==> config.mk <==
export PLATFORM = sky130hd
export DESIGN_NAME = regfile_write_arbiter_flat
export DESIGN_NICKNAME = d
export VERILOG_FILES = /design/src/rtl/regfile_write_arbiter_if.sv /design/src/rtl/regfile_write_arbiter.sv /design/src/flat_wrapper.sv
export SDC_FILE = /design/constraint.sdc
export NUM_CORES = 1
export LEC_CHECK = 0
export CAP_MARGIN = 5
export CORE_MARGIN = 3
export CORE_UTILIZATION = 39
export CTS_BUF_LIST = sky130_fd_sc_hd__clkbuf_8 sky130_fd_sc_hd__clkbuf_16
export DETAILED_ROUTE_END_ITERATION = 10
export PLACE_DENSITY = 0.76
export SLEW_MARGIN = 20
export SYNTH_ARGS = -nofsm -noshare
export SYNTH_HDL_FRONTEND = slang
export SYNTH_SLANG_ARGS = --single-unit
==> constraint.sdc <==
create_clock -name CLK -period 2.2 [get_ports CLK]
set_clock_uncertainty 0.05 [all_clocks]
set_input_delay 0.66 -clock CLK [delete_from_list [all_inputs] [get_ports CLK]]
set_output_delay 0.66 -clock CLK [all_outputs]
set_load 0.01 [all_outputs]
==> src/rtl/regfile_write_arbiter_if.sv <==
// Writeback request bus shared by the two requesters of the register file
// write port. Each requester presents valid/addr/data and holds them stable
// until the arbiter answers with a one-cycle ready.
interface regfile_write_arbiter_if #(
    parameter int DATA_W = 32,
    parameter int ADDR_W = 4
);

    // requester 0: ALU result path
    logic              req0_valid;
    logic [ADDR_W-1:0] req0_addr;
    logic [DATA_W-1:0] req0_data;
    logic              req0_ready;

    // requester 1: load / memory-return path
    logic              req1_valid;
    logic [ADDR_W-1:0] req1_addr;
    logic [DATA_W-1:0] req1_data;
    logic              req1_ready;

    // requester side: drives requests, observes acceptance
    modport master (
        output req0_valid, req0_addr, req0_data,
        input  req0_ready,
        output req1_valid, req1_addr, req1_data,
        input  req1_ready
    );

    // arbiter side: observes requests, returns acceptance
    modport slave (
        input  req0_valid, req0_addr, req0_data,
        output req0_ready,
        input  req1_valid, req1_addr, req1_data,
        output req1_ready
    );

endinterface

==> src/rtl/regfile_write_arbiter.sv <==
// Owner of the register file write port (WE3/A3/WD3).
// After reset it sweeps zeros into every writable register, then shares the
// port round-robin between the ALU and load writeback paths. Writes aimed at
// addresses outside the writable range (R15 is the PC) are accepted and
// discarded, flagged by a one-cycle drop_pulse.
module regfile_write_arbiter #(
    parameter int          DATA_W   = 32,
    parameter int          ADDR_W   = 4,
    parameter int unsigned NUM_REGS = 15
) (
    input  logic                  CLK,
    input  logic                  reset_n,
    regfile_write_arbiter_if.slave req,
    output logic                  WE3,
    output logic [ADDR_W-1:0]     A3,
    output logic [DATA_W-1:0]     WD3,
    output logic                  init_busy,
    output logic                  drop_pulse
);

    // Two-state controller: clear sweep, then normal arbitration.
    localparam logic [0:0] ST_INIT = 1'b0;
    localparam logic [0:0] ST_RUN  = 1'b1;

    // Address written by the last edge of the clear sweep.
    localparam logic [ADDR_W-1:0] LAST_CLR = ADDR_W'(NUM_REGS - 1);

    logic [0:0]        state;
    logic [ADDR_W-1:0] clr_cnt;
    logic              rr_ptr;     // requester favoured when both are valid

    logic              grant0;
    logic              grant1;
    logic              grant_any;
    logic [ADDR_W-1:0] sel_addr;
    logic [DATA_W-1:0] sel_data;
    logic              sel_in_range;
    logic              last_clr;

    // Grant decision: a lone requester always wins; on contention rr_ptr decides.
    // NOTE: every output of a combinational block gets a default first, so no path leaves it unassigned and no latch is inferred.
    always_comb begin
        grant0 = 1'b0;
        grant1 = 1'b0;
        if (state == ST_RUN) begin
            if (req.req0_valid && req.req1_valid) begin
                grant0 = ~rr_ptr;
                grant1 = rr_ptr;
            end else begin
                grant0 = req.req0_valid;
                grant1 = req.req1_valid;
            end
        end
    end

    assign req.req0_ready = grant0;
    assign req.req1_ready = grant1;

    // Winner's payload and whether its destination is a writable register.
    always_comb begin
        grant_any    = grant0 | grant1;
        sel_addr     = grant1 ? req.req1_addr : req.req0_addr;
        sel_data     = grant1 ? req.req1_data : req.req0_data;
        sel_in_range = (32'(sel_addr) < NUM_REGS);
    end

    assign last_clr  = (clr_cnt == LAST_CLR);
    assign init_busy = (state == ST_INIT);

    // Controller state: sweep counter, INIT->RUN transition, round-robin pointer.
    // NOTE: sequential state uses non-blocking assignments so every flop samples the pre-edge values.
    always_ff @(posedge CLK or negedge reset_n) begin
        if (!reset_n) begin
            state   <= ST_INIT;
            clr_cnt <= '0;
            rr_ptr  <= 1'b0;
        end else begin
            case (state)
                ST_INIT: begin
                    clr_cnt <= clr_cnt + ADDR_W'(1);
                    if (last_clr) begin
                        state <= ST_RUN;
                    end
                end
                ST_RUN: begin
                    // The requester just served loses priority on the next contention.
                    if (grant_any) begin
                        rr_ptr <= ~grant1;
                    end
                end
                default: begin
                    state <= ST_INIT;
                end
            endcase
        end
    end

    // Registered write port: zero sweep in INIT, granted write (or drop) in RUN.
    always_ff @(posedge CLK or negedge reset_n) begin
        if (!reset_n) begin
            WE3        <= 1'b0;
            A3         <= '0;
            WD3        <= '0;
            drop_pulse <= 1'b0;
        end else if (state == ST_INIT) begin
            WE3        <= 1'b1;
            A3         <= clr_cnt;
            WD3        <= '0;
            drop_pulse <= 1'b0;
        end else begin
            // A3/WD3 keep their last value on idle or dropped cycles.
            WE3        <= 1'b0;
            drop_pulse <= 1'b0;
            if (grant_any) begin
                if (sel_in_range) begin
                    WE3 <= 1'b1;
                    A3  <= sel_addr;
                    WD3 <= sel_data;
                end else begin
                    drop_pulse <= 1'b1;
                end
            end
        end
    end

    // The PC register (and anything beyond the writable range) is never written.
    a_no_write_out_of_range: assert property (
        @(posedge CLK) disable iff (!reset_n) WE3 |-> (32'(A3) < NUM_REGS)
    );

    // At most one requester is accepted per cycle.
    a_single_grant: assert property (
        @(posedge CLK) disable iff (!reset_n) !(req.req0_ready && req.req1_ready)
    );

    // Nothing is accepted while the clear sweep is still running.
    a_no_grant_in_init: assert property (
        @(posedge CLK) disable iff (!reset_n) init_busy |-> !(req.req0_ready || req.req1_ready)
    );

endmodule
==> src/flat_wrapper.sv <==
// flat-port wrapper written by rule: the top's interface ports become plain ports
module regfile_write_arbiter_flat 
#(
    parameter int          DATA_W   = 32,
    parameter int          ADDR_W   = 4,
    parameter int unsigned NUM_REGS = 15
)
  (CLK, reset_n, WE3, A3, WD3, init_busy, drop_pulse, req_req0_valid, req_req0_addr, req_req0_data, req_req0_ready, req_req1_valid, req_req1_addr, req_req1_data, req_req1_ready);
  regfile_write_arbiter_if #(.DATA_W(DATA_W), .ADDR_W(ADDR_W)) req_i ();
  input  logic CLK;
  input  logic reset_n;
  output logic WE3;
  output logic [ADDR_W-1:0] A3;
  output logic [DATA_W-1:0] WD3;
  output logic init_busy;
  output logic drop_pulse;
  input wire logic [$bits(req_i.req0_valid)-1:0] req_req0_valid;
  input wire logic [$bits(req_i.req0_addr)-1:0] req_req0_addr;
  input wire logic [$bits(req_i.req0_data)-1:0] req_req0_data;
  output wire logic [$bits(req_i.req0_ready)-1:0] req_req0_ready;
  input wire logic [$bits(req_i.req1_valid)-1:0] req_req1_valid;
  input wire logic [$bits(req_i.req1_addr)-1:0] req_req1_addr;
  input wire logic [$bits(req_i.req1_data)-1:0] req_req1_data;
  output wire logic [$bits(req_i.req1_ready)-1:0] req_req1_ready;
  assign req_i.req0_valid = req_req0_valid;
  assign req_i.req0_addr = req_req0_addr;
  assign req_i.req0_data = req_req0_data;
  assign req_req0_ready = req_i.req0_ready;
  assign req_i.req1_valid = req_req1_valid;
  assign req_i.req1_addr = req_req1_addr;
  assign req_i.req1_data = req_req1_data;
  assign req_req1_ready = req_i.req1_ready;
  regfile_write_arbiter #(.DATA_W(DATA_W), .ADDR_W(ADDR_W), .NUM_REGS(NUM_REGS)) u_core (.CLK(CLK), .reset_n(reset_n), .req(req_i), .WE3(WE3), .A3(A3), .WD3(WD3), .init_busy(init_busy), .drop_pulse(drop_pulse));
endmodule
==> impl_results.md <==
* Worst-path clk slew at 0.08 ns
* Mapped Cells at 209
* Die extent in x at 80.7 um
* Mapped Nets at 287
* Setup CP Type: in2out
* GP Congestion at 0.823
* Setup violators final at 0
* Final #Nets at 409
* Async SR Flop Fraction at 100%
* Worst vdd ir at 0.340 mV
* Later-pin clock latency in the skew report at 0.29 ns
* Synthesis Warnings at 0
* Post-route ant nets at 0
* Worst path required time at 1.49 ns
* Core Box Area at 5240 sq um
* P_int at 0.00167 W
* Hold crit path type: in2async
* #FFs+latches synth at 44
* CTS root buffer: clkbuf_8
* DRC violations left at 0
* I/O pins at 117
* Buffers on Ports at 116
* Cell area after synthesis at 2170 sq um
* Vias per Instance at 4.95
* Post-synthesis xor/xnor area fraction at 1.21%
* Gr ovfl total at 0
* Pleak at 1.57 nW
* Relative slew slack at 58.8%
* Num CTS Buffers at 5
* Synth top area share at 50.6%
* DP HPWL at 4.60 mm
* Die footprint at 6510 sq um
* Initial antenna violation count at 0
* Most numerous cell in the Yosys netlist: dfrtp_1
* Setup crit end kind: output port
* Max clock buf depth at 2
* Initial DRC count at 82
* Worst-margin pin slew at 0.619 ns
* Comb pwr share at 28.7%
* Initial Util at 41.5%
* Power share of the clock group at 28.5%
* Status: finished, final reports clean
* DIE HEIGHT at 80.7 um
* Share of layout cells above drive strength 1 at 9.64%
* Final worst-path cycle share at 95.7%
* Main area contributors after synthesis: dfrtp_1 (51%), mux2i_1 (16%), nand2_1 (6.7%), a22oi_1 (5.9%), o211ai_1 (2.8%)
* Hold-fix buffers, CTS at 0
* Complex-gate fraction of the synthesized area at 14.4%
* CP arrival at 1.40 ns
* WL final at 5.91 mm
* Vias at 1990
* Flop pwr share at 42.8%
* Finished Cell Area at 3580 sq um
* Net Sw Power at 0.000583 W
* First-pass GRT wire length at 9.32 mm
* Simple-gate share of the synthesized area at 12.5%
* Min Hold Slack at 0.274 ns
* Crit path max fanout at 4
* Synthesized-area fraction occupied by adder cells at 1.15%
* Peak Freq at 475 MHz
* Fin. Hold Viols at 0
* Largest net degree at the start of global routing at 36
* Placed cell area at 3450 sq um
* Most frequent cells after synthesis: dfrtp_1 (44), nand2_1 (39), mux2i_1 (35)
* Vias in the first global route at 1974
* # diodes at 0
* Row cnt at 26
* Crit path launch type: primary input
* Htree depth at 2
* Avg WL per Cell at 14.7 um
* Syn-to-layout area delta at 64.6%
* Final slew viol count at 0
* Largest family of logic cells by synthesized area: multiplexers
* CTS tree: done
* Switching Fraction at 25.9%
* Core Util, Final at 68.3%
* Max_cap viols at 0
* Clock sinks at 44
* Final non-filler cell total at 402
* Crit path time final at 2.11 ns
* Final TNS setup at 0 ns
* Power per Cell Area at 629 nW/um^2
* Mux cell area share after synthesis at 16.1%
* Top FF cell, synth: dfrtp_1
* Syn avg cell area at 10.4 sq um
* Number of synthesized flops with an enable pin at 0
* Count of cell types in the netlist at 27
* Placed Cells at 393
* Largest area contributor in the netlist: dfrtp_1
* RSZ-0062 raised after global routing: false
* First-pass DRT Iterations at 4
* Sequential cell area fraction in the yosys report at 50.6%
* Global Route Usage Sum at 18.7%
[flip-flops by register name (all words and copies together) (netlist names)]
name	count
u_core.state	1
u_core.drop_pulse	1
u_core.clr_cnt	4
u_core.WE3	1
u_core.A3	4
u_core.WD3	32
u_core.rr_ptr	1
[critical path: stages]
cell and delay, ns:
dlygate4sd2_1 0.29, nand2_2 0.10, nor2_4 0.15, nor2_1 0.06, buf_2 0.14
[timing repair]
action | 4_1_cts | 5_1_grt
endpoints found under the setup margin | 3 | 0
setup buffers | 1 | 0
endpoints found under the hold margin | 0 | 0
gates resized for setup | 15 | 0
[path summary, 6_finish.rpt]
kind,start,endpoint,slack [ns],cells past startpoint
worst min register to register,u_core.clr_cnt[0]$_DFFE_PN0N_,u_core.clr_cnt[0]$_DFFE_PN0N_,0.46,1
worst max register to register,u_core.state$_DFF_PN0_,u_core.WD3[4]$_DFFE_PN0P_,0.46,5
max in group asynchronous,reset_n,u_core.clr_cnt[2]$_DFFE_PN0N_,1.33,2
min in group CLK,u_core.clr_cnt[0]$_DFFE_PN0N_,u_core.clr_cnt[0]$_DFFE_PN0N_,0.46,1
worst max-delay path,req_req1_valid,req_req0_ready,0.09,5
worst min-delay path,reset_n,u_core.drop_pulse$_DFF_PN0_,0.27,1
[layout by cell type (no fill, tap or decap), types with 2 or more instances in the layout]
master	Yosys	routed
ha_1	2	2
clkdlybuf4s50_1	0	110
a22oi_1	17	17
inv_1	3	3
clkbuf_8	0	6
o21ai_1	11	10
buf_4	0	12
nor3_2	2	2
xnor2_1	3	3
dfrtp_1	44	44
dlygate4sd2_1	0	3
o21ai_0	8	8
o211ai_1	8	8
buf_2	5	3
a21oi_1	2	2
nand2_1	39	38
a31oi_1	2	2
nand3_1	2	2
nand4_1	2	2
mux2i_1	35	35
and3_1	3	3
nor2_1	6	5
[power groups by stage]
stage	Sequential, W	Clock [W]	Combinational (W)
4_1_cts	0.000962	0.000670	0.000660
6_report	0.000962	0.000641	0.000647
2_1_floorplan	0.00102	0	0.000207
3_5_place_dp	0.000975	0	0.000660
3_3_place_gp	0.000971	0	0.000646
5_1_grt	0.000976	0.000707	0.000703
[cell type report]
type	count	area (sq um)
clock inverter	2	38.8
timing repair buffer	129	1250
multi-input combinational	148	1010
tap	70	87.6
inverter	3	11.3
sequential	44	1100
fill	421	1660
clock buffer	6	82.6
[routing by layer]
layer	track usage, %	part of all wire (%)	wire length [um]	vias up
met4	4.39	0.51	30	0
met1	22.3	40	2360	918
li1	-	-	-	985
met5	0	0	0	-
met3	7.40	10	590	4
met2	31.4	50	2930	83
[cell families (layout without fill, tap and decap cells)]
| logic type | after synthesis | in the layout |
|---|---|---|
| fa+ha+maj | 2 | 2 |
| simple gates | 59 | 59 |
| buf+inv | 17 | 140 |
| flops | 44 | 44 |
| mux | 35 | 35 |
| xor+xnor | 3 | 3 |
| compound gates | 49 | 49 |
[stage by stage]
stage	power (W)	setup WS (ns)
after floorplan	0.00123	0.121
after global placement	0.00162	-0.581
after detailed placement	0.00163	-0.572
after CTS	0.00229	0.0972
after global routing	0.00239	0.0232
final	0.00225	0.0938
Note: power is estimated with default switching activity, not from simulation.
